==> config.mk <==
export PLATFORM = sky130hd
export DESIGN_NAME = bcd_to_bin_seq
export DESIGN_NICKNAME = d
export VERILOG_FILES = /design/src/rtl/bcd_to_bin_seq_pkg.sv /design/src/rtl/bcd_digit_adj.sv /design/src/rtl/bcd_to_bin_seq.sv
export SDC_FILE = /design/constraint.sdc
export NUM_CORES = 1
export LEC_CHECK = 0
export ABC_AREA = 1
export CAP_MARGIN = 20
export CORE_MARGIN = 10
export CORE_UTILIZATION = 45
export DETAILED_ROUTE_END_ITERATION = 16
export DONT_BUFFER_PORTS = 1
export GPL_TIMING_DRIVEN = 1
export PLACE_DENSITY_LB_ADDON = 0.08
export SYNTH_ARGS = -nofsm -noshare
export SYNTH_HDL_FRONTEND = slang
export SYNTH_SLANG_ARGS = --single-unit
export TNS_END_PERCENT = 1
==> constraint.sdc <==
create_clock -name clk -period 3.9 [get_ports clk]
set_input_delay 1.17 -clock clk [delete_from_list [all_inputs] [get_ports clk]]
set_output_delay 1.17 -clock clk [all_outputs]
set_load 0.005 [all_outputs]
==> src/rtl/bcd_to_bin_seq_pkg.sv <==
// Shared abacus package for the sequential BCD-to-binary converter:
// default sizes, FSM state encoding and a width helper.
package bcd_to_bin_seq_pkg;

    localparam int NDIG_DEF  = 5;
    localparam int OUT_W_DEF = 16;

    typedef enum logic [1:0] {
        IDLE  = 2'd0,
        CHECK = 2'd1,
        SHIFT = 2'd2,
        DONE  = 2'd3
    } state_e;

    // Smallest w with 2^w >= 10^ndig, i.e. ceil(log2(10^ndig)).
    function automatic int bin_width(input int ndig);
        longint unsigned limit;
        int              w;
        limit = 64'd1;
        for (int i = 0; i < ndig; i++) begin
            limit = limit * 64'd10;
        end
        w = 0;
        while ((64'd1 << w) < limit) begin
            w = w + 1;
        end
        return w;
    endfunction

endpackage

==> src/rtl/bcd_digit_adj.sv <==
// One BCD digit correction cell for reverse double-dabble:
// after a right shift, a digit that reads 8 or more received a
// carried-in weight of 8 that is really worth 5, so subtract 3.
module bcd_digit_adj (
    input  logic [3:0] d_in,
    output logic [3:0] d_out
);

    // Subtract 3 from digits of 8 or more, pass others through.
    always_comb begin
        d_out = d_in;
        if (d_in >= 4'd8) begin
            d_out = d_in - 4'd3;
        end else begin
            d_out = d_in;
        end
    end

endmodule

==> src/rtl/bcd_to_bin_seq.sv <==
// Sequential packed-BCD to binary converter.
// A validated BCD word is shifted right one bit per cycle into a binary
// accumulator (reverse double-dabble). The binary result saturates to
// all ones with ovf set when it does not fit in OUT_W bits; an input
// with any digit above 9 finishes early with err set and result 0.
module bcd_to_bin_seq
    import bcd_to_bin_seq_pkg::*;
#(
    parameter int NDIG  = NDIG_DEF,
    parameter int OUT_W = OUT_W_DEF
) (
    input  logic              clk,
    input  logic              clr_n,
    input  logic              start,
    input  logic [4*NDIG-1:0] bcd_in,
    output logic              busy,
    output logic              done,
    output logic [OUT_W-1:0]  result,
    output logic              ovf,
    output logic              err
);

    // Digit-word width; the binary half of the shift pair has the same
    // width so every shifted-out bit is kept. After 4*NDIG shifts the
    // value lives in the low BIN_W bits and the bits above are zero.
    localparam int DW    = 4 * NDIG;
    localparam int BIN_W = bin_width(NDIG);
    localparam int CNT_W = (DW > 1) ? $clog2(DW) : 1;
    localparam int EXT_W = BIN_W + OUT_W;
    localparam logic [CNT_W-1:0] LAST_CNT = CNT_W'(DW - 1);

    state_e              state_q,  state_d;
    logic [DW-1:0]       bcd_q,    bcd_d;
    logic [DW-1:0]       bin_q,    bin_d;
    logic [CNT_W-1:0]    cnt_q,    cnt_d;
    logic                busy_q,   busy_d;
    logic                done_q,   done_d;
    logic [OUT_W-1:0]    result_q, result_d;
    logic                ovf_q,    ovf_d;
    logic                err_q,    err_d;

    logic [2*DW-1:0]     pair_sh_s;
    logic [DW-1:0]       bcd_sh_s;
    logic [DW-1:0]       bcd_adj_s;
    logic [DW-1:0]       bin_sh_s;
    logic [BIN_W-1:0]    bin_val_s;
    logic [EXT_W-1:0]    bin_ext_s;
    logic                ovf_s;
    logic [OUT_W-1:0]    sat_s;
    logic                bad_digit_s;

    // One right shift of the {BCD, binary} pair.
    assign pair_sh_s = {bcd_q, bin_q} >> 1;
    assign bcd_sh_s  = pair_sh_s[2*DW-1:DW];
    assign bin_sh_s  = pair_sh_s[DW-1:0];

    // Per-digit correction applied to the freshly shifted BCD half.
    for (genvar g = 0; g < NDIG; g++) begin : g_adj
        bcd_digit_adj u_adj (
            .d_in  (bcd_sh_s[4*g +: 4]),
            .d_out (bcd_adj_s[4*g +: 4])
        );
    end

    // Final binary value and its saturated OUT_W view, valid on the last shift.
    always_comb begin
        bin_val_s = bin_sh_s[BIN_W-1:0];
        bin_ext_s = EXT_W'(bin_val_s);
        ovf_s     = |bin_ext_s[EXT_W-1:OUT_W];
        sat_s     = bin_ext_s[OUT_W-1:0];
        if (ovf_s) begin
            sat_s = {OUT_W{1'b1}};
        end else begin
            sat_s = bin_ext_s[OUT_W-1:0];
        end
    end

    // Flag any captured digit that is not a decimal digit.
    always_comb begin
        bad_digit_s = 1'b0;
        for (int i = 0; i < NDIG; i++) begin
            bad_digit_s = bad_digit_s | (bcd_q[4*i +: 4] > 4'd9);
        end
    end

    // Next-state and next-datapath logic for the conversion FSM.
    always_comb begin
        state_d  = state_q;
        bcd_d    = bcd_q;
        bin_d    = bin_q;
        cnt_d    = cnt_q;
        busy_d   = busy_q;
        done_d   = 1'b0;
        result_d = result_q;
        ovf_d    = ovf_q;
        err_d    = err_q;

        case (state_q)
            IDLE: begin
                if (start) begin
                    bcd_d   = bcd_in;
                    busy_d  = 1'b1;
                    state_d = CHECK;
                end else begin
                    busy_d  = 1'b0;
                end
            end

            CHECK: begin
                if (bad_digit_s) begin
                    result_d = {OUT_W{1'b0}};
                    ovf_d    = 1'b0;
                    err_d    = 1'b1;
                    done_d   = 1'b1;
                    busy_d   = 1'b0;
                    state_d  = DONE;
                end else begin
                    bin_d    = {DW{1'b0}};
                    cnt_d    = {CNT_W{1'b0}};
                    state_d  = SHIFT;
                end
            end

            SHIFT: begin
                bcd_d = bcd_adj_s;
                bin_d = bin_sh_s;
                if (cnt_q == LAST_CNT) begin
                    // Last shift: publish the result as DONE is entered.
                    cnt_d    = {CNT_W{1'b0}};
                    result_d = sat_s;
                    ovf_d    = ovf_s;
                    err_d    = 1'b0;
                    done_d   = 1'b1;
                    busy_d   = 1'b0;
                    state_d  = DONE;
                end else begin
                    cnt_d    = cnt_q + CNT_W'(1);
                end
            end

            DONE: begin
                busy_d  = 1'b0;
                state_d = IDLE;
            end

            default: begin
                busy_d  = 1'b0;
                state_d = IDLE;
            end
        endcase
    end

    // All FSM and datapath registers, with synchronous active-low clear.
    always_ff @(posedge clk) begin
        if (!clr_n) begin
            state_q  <= IDLE;
            bcd_q    <= {DW{1'b0}};
            bin_q    <= {DW{1'b0}};
            cnt_q    <= {CNT_W{1'b0}};
            busy_q   <= 1'b0;
            done_q   <= 1'b0;
            result_q <= {OUT_W{1'b0}};
            ovf_q    <= 1'b0;
            err_q    <= 1'b0;
        end else begin
            state_q  <= state_d;
            bcd_q    <= bcd_d;
            bin_q    <= bin_d;
            cnt_q    <= cnt_d;
            busy_q   <= busy_d;
            done_q   <= done_d;
            result_q <= result_d;
            ovf_q    <= ovf_d;
            err_q    <= err_d;
        end
    end

    assign busy   = busy_q;
    assign done   = done_q;
    assign result = result_q;
    assign ovf    = ovf_q;
    assign err    = err_q;

endmodule
After elaboration in Yosys (flattened, before gate mapping)
Index checks and enable logic that the tools add are counted.
{"block": "word_totals", "ram_bits": 0, "latch_bits": 0, "register_bits": 67, "out_inout_bits": 20, "rom_bits": 0, "memories": 0}
{"block": "classes", "div": 0, "magnitude_cmp": 10, "n_shift": 0, "multipliers": 0, "reduce_logical": 8, "n_mux": 31, "eq_ne": 8, "add_sub_neg": 6, "n_bitwise": 4}
{"op": "$pmux W20 S2", "count": 2}
{"op": "$mux W16", "count": 3}
{"op": "$mux W20", "count": 2}
{"op": "$pmux W16 S2", "count": 1}
{"op": "$gt A4 B4 Y1 const B", "count": 5}
{"op": "$mux W4", "count": 5}
{"op": "$ge A4 B4 Y1 const B", "count": 4}
{"op": "$sub A4 B2 Y4 const B", "count": 4}
{"op": "$mux W5", "count": 2}
{"op": "$pmux W5 S2", "count": 1}
{"op": "$mux W1", "count": 8}
{"op": "$ne A2 B2 Y1 const B", "count": 4}
{"op": "$pmux W2 S4", "count": 1}
{"op": "$reduce_and A2 Y1", "count": 4}
{"op": "$pmux W1 S2", "count": 3}
{"op": "$add A5 B1 Y5 const B", "count": 1}
{"op": "$eq A5 B5 Y1 const B", "count": 1}
{"op": "$eq A2 B2 Y1 const B", "count": 2}
{"op": "$ge A3 B4 Y1 const B", "count": 1}
{"op": "$mux W2", "count": 2}
{"op": "$or A1 B1 Y1", "count": 4}
{"op": "$pmux W1 S4", "count": 1}
{"op": "$reduce_bool A2 Y1", "count": 2}
{"op": "$sub A3 B2 Y4 const B", "count": 1}
{"op": "other kinds (3)", "count": 3}

Logic depth before layout (Yosys ltp)
Gate-level depths: netlist of run 1.
{"block": "depth", "depth_word": 7, "depth_mapped": 9}

Modules after synthesis
From an unflattened synthesis of run 1, not the netlist that was laid out.
{"block": "unflattened", "hier_cells": 471, "area_unflattened_um2": 3349.5}
{"module": "bcd_to_bin_seq", "n_inst": 1, "area_per_inst_um2": 2905.3, "seq_area_each_um2": 1321.3, "cells_each": 391}
{"module": "bcd_digit_adj", "n_inst": 5, "area_per_inst_um2": 88.8, "seq_area_each_um2": 0.0, "cells_each": 16}

Worst setup path after synthesis of run 1
OpenSTA, ideal clock, no wires.
{"block": "synth_timing", "path_type": "input to register", "from": "in clr_n", "to": "reg result_q[2] (netlist: result[2])", "t_required_ps": 3762, "path_stages": 4, "path_buffers": 2, "arrival_time_ps": 1944, "setup_slack_ps": 1818, "cell_sequence": "inv_1 clkbuf_1 clkbuf_1 a21oi_1"}
{"item": "from (decl)", "line_no": "bcd_to_bin_seq.sv:13", "rtl": "input logic clr_n,"}
{"item": "to (signal assigned)", "line_no": "bcd_to_bin_seq.sv:162", "rtl": "result_q <= {OUT_W{1'b0}};"}
{"item": "to (signal assigned)", "line_no": "bcd_to_bin_seq.sv:172", "rtl": "result_q <= result_d;"}
{"item": "to (decl)", "line_no": "bcd_to_bin_seq.sv:38", "rtl": "logic [OUT_W-1:0] result_q, result_d;"}
No word-level cell between the ends.

Worst setup path after layout of run 1
{"block": "layout_timing", "from": "reg state_q[0]", "to": "reg bcd_q[9]"}
{"block": "layout_between", "elab_chain_cells": 3}
{"item": "from (decl)", "line_no": "bcd_to_bin_seq.sv:32", "rtl": "state_e state_q, state_d;"}
{"item": "from (signal assigned)", "line_no": "bcd_to_bin_seq.sv:166", "rtl": "state_q <= state_d;"}
{"item": "$eq A2 B2 Y1 / $logic_not A2 Y1 (equally long branches)", "line_no": "bcd_to_bin_seq.sv:98", "rtl": "case (state_q)"}
{"item": "$reduce_bool A2 Y1 (no source line) / $ne A2 B2 Y1 (equally long branches)"}
{"item": "$reduce_and A2 Y1 (no source line)"}
{"item": "to (signal assigned)", "line_no": "bcd_to_bin_seq.sv:157", "rtl": "bcd_q <= {DW{1'b0}};"}
{"item": "to (decl)", "line_no": "bcd_to_bin_seq.sv:33", "rtl": "logic [DW-1:0] bcd_q, bcd_d;"}
Several ways; a longest one is shown, not always the timed one.
A chain may end at the register's enable or synchronous reset.

==> results of run 1 <==
## sequential cells by signal, summed over array words and instances (netlist names)
name     count
bin_q       19
bcd_q       20
busy         1
state_q      2
cnt_q        5
ovf          1
err          1
done         1
result      16
## routing by layer
layer  track usage (%)  wire, um  vias up
met2              20.1      3430       35
met1              18.0      3640     1200
met3              3.78       338       12
met5                 0         0        -
met4              6.09       138        0
li1                  -         -     1356
## kinds of logic (layout without fill, tap and decap cells)
logic type      Yosys count  count (layout)  synth area share, %
simple gates            155             155                 23.3
compound gates          118             118                 22.5
flops                    66              66                 39.9
buf+inv                  50              41                 8.12
fa+ha+maj                12              12                 4.53
xor+xnor                  6               6                 1.59
## per-stage QoR
stage	utilization, %	hold WS [ns]	worst slack, ns	std cells
4_1_cts	48.9	0.467	1.72	497
3_5_place_dp	45.4	0.457	1.50	482
2_1_floorplan	-	0.435	1.82	407
6_report	48.9	0.466	1.73	497
3_3_place_gp	45.4	0.447	1.52	482
5_1_grt	48.9	0.495	1.52	497
## worst max-delay path by stage
| stage | start | to | slack, ns | cells after the start |
|---|---|---|---|---|
| 3_3_place_gp | start | bcd_q[9]$_SDFFE_PN0P_ | 1.52 | 5 |
| 5_1_grt | state_q[0]$_SDFFE_PN0P_ | bcd_q[9]$_SDFFE_PN0P_ | 1.52 | 7 |
| 4_1_cts | state_q[0]$_SDFFE_PN0P_ | bcd_q[4]$_SDFFE_PN0P_ | 1.72 | 7 |
| 3_5_place_dp | start | bcd_q[9]$_SDFFE_PN0P_ | 1.50 | 5 |
| 2_1_floorplan | clr_n | result[2]$_SDFFE_PN0P_ | 1.82 | 4 |
| 6_report | state_q[0]$_SDFFE_PN0P_ | bcd_q[9]$_SDFFE_PN0P_ | 1.73 | 7 |
## report_power, final
group	internal [mW]	switching, mW
clock	0.484	0.270
combinational	0.263	0.607
sequential	0.786	0.103
## tightest hold or removal path, cell delays in order (launching register included)
cell and delay, ns:
dfxtp_1 0.31, nand2_1 0.06, a21oi_1 0.05
## cell type report
type,instances,share of cell area [%]
multi-input combinational,291,48.8
sequential,66,37.4
clock inverter,6,3.69
clock buffer,9,3.51
tap,99,3.51
inverter,24,2.62
timing repair buffer,2,0.425
## cells in the final DEF, fill, tap and decap left out, types with 8 or more instances in the layout
cell       n
or2_2     15
o21ai_0   26
a221oi_2   8
a21oi_1   58
nand2_2   11
nand3_1   43
ha_1      12
inv_1     19
dfxtp_1   66
nor2_1    20
clkbuf_8   9
nand2_1   57
a21oi_2   11
==> impl_metrics.toml, run 1 <==
[outcome]
status = "completed"

[synthesis]
netlist_top_cells_count = "dfxtp_1 (66), a21oi_1 (58), nand2_1 (57), nand3_1 (43), o21ai_0 (26)"
synth-seq-area-share_pct = 39.9
synth_top_area_share_pct = 39.9
synth_nets = 442
ys_ff_latch = 66
ys_top_cells_by_area = "dfxtp_1 (40%), a21oi_1 (8.8%), nand3_1 (6.5%)"
ys_async_sr_fraction_pct = 0
netlist_area_sq_um = 3310
synthCells = 407
synth_edf_count = 0
synth.distinct_cells = 31
yosys_warnings = 0
yosys.area.top_type = "dfxtp_1"
synth_top_flop_cell = "dfxtp_1"
synth_area_per_cell_sq_um = 8.14
yosysMostFrequentCell = "dfxtp_1"

[worst_setup_path]
cp.required_ns = 4.10
reg2reg_slack_ns = 1.73
path_buf_inv = 3
worstPathCellList = "inv_1, ha_1, inv_4, o21ai_4, inv_2, a21oi_1, a221oi_2"
r2r_start = "state_q[0]$_SDFFE_PN0P_"
critPathArrivalTime_ns = 2.36
cp_max_fo = 26
cpMaxStageDelayCell = "o21ai_4"
r2r_end = "bcd_q[9]$_SDFFE_PN0P_"
crit_family = "compound AO/OA/AOI/OAI gates"
worst_setup_path_end_kind = "register"
reg2reg_depth = 7
max_stage_delay_ns = 0.48
startpoint_type = "register"
critPathKind = "reg -> reg"

[placed_design]
dp_hpwl_mm = 4.77
numPortBuffers = 0
gp_congestion = 0.819
place_area_sq_um = 3280

[routing]
first_pass_iters = 4
viasPerCell = 5.24
detail-route-antenna-nets = 0
route.detailed.drc = 0
avgRoutedWirePerCell_um = 15.2
vias = 2603
drt_iter0_markers = 113
routed_wl_mm = 7.55

[global_route]
grt_overflow = 0
grt_use_total_pct = 13.6
grt_pass1_vias = 2455
antenna_found_initial = 0
grt_max_degree = 44
grt_pass1_wl_mm = 12.5

[min_path]
hold_depth = 2
worstHoldStart = "bin_q[1]$_SDFFE_PN0P_"
holdPathEnd = "bin_q[1]$_SDFFE_PN0P_"
hp-class = "reg -> reg"

[sta]
timing.final.max_slew_violations = 0
relSlewSlack_pct = 56.8
tightest_slew_ns = 0.647
hold_violations = 0
max_freq_ghz = 0.462
finalSetupTns_ns = 0
rsz0062_at_grt = "no"
period_minus_slack_ns = 2.17
clock_skew_ns = 0.00682
setup_viol = 0
post-route-period-util_pct = 55.5

[clock_network]
clockBufferDepth = 2
numCtsBuffers = 9
htreeDepth = 3
clk_pin_slew_ns = 0.07
tritoncts = "yes"
cts_setup_buffers = 0
cts_sinks = 66
hold_buffers = 0
clockRootBuffer = "clkbuf_8"
clock_latency_ns = 0.35
post_cts_resized = 0

[layout]
layout-drive-gt1-share_pct = 19.1
regArea_sq_um = 1320
diodes = 0
layout.nets = 429
nFillCells = 756
multi_input_area_sq_um = 1720
synthToLayoutAreaGrowth_pct = 6.53
fin_area_sq_um = 3530

[power_and_ir_drop]
power.leakage_nw = 1.30
ir_drop_v = 0.000556
p_total_mw = 2.51
power_density_nw_per_um2 = 711

[run]
maxCapViolCount = 0

[die]
num_rows = 31
die_w_um = 106
coreArea_sq_um = 7210
dieArea_sq_um = 11200
die_h_um = 106
start_util_pct = 45.9
io_pins = 43
Note: power is estimated with default switching activity, not from simulation.
==> run 2, diff against run 1 <==
==> constraint.sdc (replaced) <==
create_clock -name clk -period 2.1 [get_ports clk]
set_input_delay 0.63 -clock clk [delete_from_list [all_inputs] [get_ports clk]]
set_output_delay 0.63 -clock clk [all_outputs]
set_load 0.005 [all_outputs]
==> impl_metrics.toml, run 2 (synthesis results as in run 1) <==
[clock_network]
clockRootBuffer = "clkbuf_8"
hold_buffers = 0
clk_pin_slew_ns = 0.08
clockBufferDepth = 2
cts_setup_buffers = 0
clock_latency_ns = 0.34
numCtsBuffers = 9
tritoncts = "yes"
post_cts_resized = 0
htreeDepth = 3
cts_sinks = 66

[die]
die_w_um = 106
io_pins = 43
die_h_um = 106
dieArea_sq_um = 11200
start_util_pct = 45.9
coreArea_sq_um = 7210
num_rows = 31

[worst_setup_path]
cp_max_fo = 21
crit_path_start = "bcd_q[5]$_SDFFE_PN0P_"
worst_setup_path_end_kind = "register"
cp.required_ns = 2.38
startpoint_type = "register"
r2r_start = "bcd_q[5]$_SDFFE_PN0P_"
critPathKind = "reg -> reg"
critPathArrivalTime_ns = 1.96

[global_route]
antenna_found_initial = 0
grt_pass1_vias = 2421
grt_max_degree = 32
grt_use_total_pct = 13.1
grt_overflow = 0
grt_pass1_wl_mm = 12.1

[sta]
post-route-period-util_pct = 80.4
period_minus_slack_ns = 1.69
finalSetupTns_ns = 0
timing.final.max_slew_violations = 0
clock_skew_ns = 0.0106
relSlewSlack_pct = 65.6
max_freq_ghz = 0.592
rsz0062_at_grt = "no"
tightest_slew_ns = 0.515
setup_viol = 0
hold_violations = 0

[min_path]
worstHoldStart = "clr_n"
hp-class = "in -> reg"

[layout]
most-common-layout-cells = "dfxtp_1 (66), a21oi_1 (58), nand2_1 (57)"
mostFrequentLayoutCell = "dfxtp_1"
layout.nets = 434
diodes = 0
layoutNonFillerInstCount = 503
nFillCells = 746
synthToLayoutAreaGrowth_pct = 6.50
postLayoutCoreUtil_pct = 48.9
layout-drive-gt1-share_pct = 20.3
regMostFlops = "bcd_q"
largest_register_ffs = 20

[power_and_ir_drop]
p_total_mw = 4.36
power_density_nw_per_um2 = 1240
ir_drop_v = 0.000450
power.leakage_nw = 1.30

[placed_design]
gp_congestion = 0.815
dp_cells = 487
dp_hpwl_mm = 4.87
numPortBuffers = 0

[routing]
drt_iter0_markers = 78
route.detailed.drc = 0
first_pass_iters = 4
vias = 2598
avgRoutedWirePerCell_um = 14.4
detail-route-antenna-nets = 0
routed_wl_mm = 7.24
viasPerCell = 5.17

[outcome]
status = "completed"

[run]
maxCapViolCount = 0
## run 2: metrics by stage
stage                     area (sq um)  hold slack [ns]  worst slack, ns
after floorplan                   3310            0.435            0.558
after global routing              3530            0.404            0.183
after detailed placement          3330            0.456            0.390
after CTS                         3530            0.394            0.374
after global placement            3330            0.449            0.437
final                             3530            0.414            0.411
## run 2: path summary, 6_finish.rpt
check	end	slack [ns]	depth (start not counted)
max	result[1]$_SDFFE_PN0P_	0.41	7
min	busy$_SDFFE_PN0P_	0.41	2
max reg2reg	result[1]$_SDFFE_PN0P_	0.41	7
min reg2reg	bin_q[1]$_SDFFE_PN0P_	0.47	2
## run 2: power by group
group / switching (mW) / leakage [nW] / internal, mW / total (mW)
Clock: 0.515 / 0.103 / 0.583 / 1.10
Combinational: 1.10 / 0.660 / 0.520 / 1.62
Sequential: 0.185 / 0.537 / 1.46 / 1.64
Total: 1.80 / 1.30 / 2.56 / 4.36
## run 2: worst max-delay path: stages (launching register included)
cell     delay (ns)
dfxtp_1        0.35
o21ai_1        0.17
nand2_1        0.13
nor2_4         0.16
nand3_4        0.26
nand3_4        0.32
nand2_1        0.10
a21oi_1        0.12
## run 2: layout make-up
class                           instances  area, sq um  area share, %
Clock inverter                          6         65.1           1.84
Sequential cell                        66         1320           37.4
Clock buffer                           10          138           3.90
Multi-Input combinational cell        291         1720           48.8
Timing Repair Buffer                    7         65.1           1.84
Tap cell                               99          124           3.51
Inverter                               24         92.6           2.62
## run 2: metal layers
| metal | global-route usage, % | vias up | share of wire, % |
|---|---|---|---|
| met5 | 0 | - | 0 |
| met2 | 19.1 | 41 | 45 |
| met1 | 17.5 | 1187 | 50 |
| met4 | 5.51 | 0 | 0.95 |
| li1 | - | 1364 | - |
| met3 | 3.78 | 6 | 4.6 |
==> run 3, diff against run 2 <==
==> constraint.sdc (replaced) <==
create_clock -name clk -period 1.6 [get_ports clk]
set_input_delay 0.48 -clock clk [delete_from_list [all_inputs] [get_ports clk]]
set_output_delay 0.48 -clock clk [all_outputs]
set_load 0.005 [all_outputs]
==> impl_metrics.toml, run 3 (synthesis results as in run 1) <==
[routing]
first_pass_iters = 4
vias = 2615
drt_iter0_markers = 110
viasPerCell = 5.06
routed_wl_mm = 7.38
avgRoutedWirePerCell_um = 14.3
detail-route-antenna-nets = 0
route.detailed.drc = 0

[worst_setup_path]
reg2reg_depth = 8
worst_setup_path_end_kind = "register"
crit_family = "flip-flops"
max_stage_delay_ns = 0.36
critPathArrivalTime_ns = 1.73
path_depth = 8
crit_end = "bcd_q[1]$_SDFFE_PN0P_"
worstPathCellList = "inv_1, ha_1, nand2_2, o21ai_4, inv_2, buf_12, a21oi_1, a221oi_2"
r2r_end = "bcd_q[1]$_SDFFE_PN0P_"
critPathKind = "reg -> reg"
cp.required_ns = 1.85
path_buf_inv = 3
startpoint_type = "register"
crit_path_start = "state_q[1]$_SDFFE_PN0P_"
reg2reg_slack_ns = 0.12
cp_max_fo = 22
r2r_start = "state_q[1]$_SDFFE_PN0P_"
cpMaxStageDelayCell = "dfxtp_1"

[power_and_ir_drop]
power.leakage_nw = 1.39
switching_share_pct = 40.6
ir_drop_v = 0.000843
clock_power_share_pct = 23.5
combinationalPowerShare_pct = 40.8
p_int_mw = 3.59
p_total_mw = 6.05
p_seq_share_pct = 35.7
switching_power_mw = 2.45
power_density_nw_per_um2 = 1630

[sta]
setup_viol = 0
tightest_slew_ns = 0.533
period_minus_slack_ns = 1.48
relSlewSlack_pct = 64.5
post-route-period-util_pct = 92.7
clock_skew_ns = 0.0102
hold_violations = 0
timing.final.max_slew_violations = 0
rsz0062_at_grt = "yes"
max_freq_ghz = 0.675

[layout]
largest_register_ffs = 20
layout.nets = 448
layout-drive-gt1-share_pct = 24.6
mostFrequentLayoutCell = "dfxtp_1"
most-common-layout-cells = "dfxtp_1 (65), a21oi_1 (57), nand2_1 (55)"
regMostFlops = "bcd_q"
synthToLayoutAreaGrowth_pct = 12.1
diodes = 0
fin_area_sq_um = 3710

[clock_network]
cts_sinks = 66
clockRootBuffer = "clkbuf_8"
numCtsBuffers = 9
clk_pin_slew_ns = 0.07
htreeDepth = 3
clock_latency_ns = 0.35
clockBufferDepth = 2
tritoncts = "yes"
hold_buffers = 0

[global_route]
antenna_found_initial = 0
grt_pass1_wl_mm = 12.6
grt_overflow = 0
grt_use_total_pct = 13.5
grt_max_degree = 36
grt_pass1_vias = 2594

[die]
coreArea_sq_um = 7210
die_w_um = 106
num_rows = 31
io_pins = 43
start_util_pct = 45.9
die_h_um = 106
dieArea_sq_um = 11200

[placed_design]
numPortBuffers = 0
place_area_sq_um = 3450
dp_hpwl_mm = 5.03
gp_congestion = 0.892

[run]
maxCapViolCount = 0

[outcome]
status = "completed"

[min_path]
hp-class = "in -> reg"
[run 3: changes by cell type in the layout (fill, tap and decap cells not counted), sizes merged]
cell	delta
clkinvlp	-1
clkbuf	-1
clkinv	+2
buf	+14
[run 3: worst min path at each step]
stage	start	to	slack [ns]	cells past startpoint
floorplan	bin_q[1]$_SDFFE_PN0P_	bin_q[1]$_SDFFE_PN0P_	0.43	2
global placement	bin_q[1]$_SDFFE_PN0P_	bin_q[1]$_SDFFE_PN0P_	0.45	2
detailed placement	bin_q[1]$_SDFFE_PN0P_	bin_q[1]$_SDFFE_PN0P_	0.45	2
CTS	clr_n	busy$_SDFFE_PN0P_	0.24	2
global route	clr_n	busy$_SDFFE_PN0P_	0.25	2
finish	clr_n	busy$_SDFFE_PN0P_	0.26	2
[run 3: area by class of cell]
type | count | area (sq um)
clock buffers | 9 | 124
clock inverters | 7 | 78.8
fillers | 714 | 3500
inverters | 24 | 92.6
multi-input cells | 291 | 1750
flip-flops and latches | 66 | 1320
well taps | 99 | 124
repair buffers | 21 | 228
[run 3: power groups by stage]
stage	registers [mW]	logic [mW]	clock network, mW
final	2.16	2.47	1.42
after global placement	2.18	2.35	0
after floorplan	2.13	1.98	0
after detailed placement	2.19	2.36	0
after global routing	2.20	2.77	1.53
after CTS	2.15	2.43	1.47
[run 3: routing by layer]
metal  vias up  global-route usage [%]  wire [um]
met1      1187                    17.2       3710
met3         6                    3.65        306
met5         -                       0          0
met2        25                    20.6       3290
li1       1397                       -          -
met4         0                    6.38         73
[run 3: what timing repair did]
action	CTS	global route
pin swaps	2	0
resized for setup	0	11
hold endpoints to repair	0	0
buffers inserted	1	1
setup endpoints to repair	7	54
[run 3: per-stage QoR]
stage / setup TNS [ns] / hold WS, ns / setup slack [ns] / std cells / utilization (%)
after CTS: 0 / 0.237 / 0.00531 / 516 / 51.0
final: 0 / 0.257 / 0.118 / 517 / 51.5
after floorplan: 0 / 0.435 / 0.115 / 407 / -
after global routing: -0.00324 / 0.251 / -0.00324 / 517 / 51.5
after detailed placement: -0.00842 / 0.453 / -0.00593 / 499 / 47.9
after global placement: 0 / 0.446 / 0.0485 / 499 / 47.9
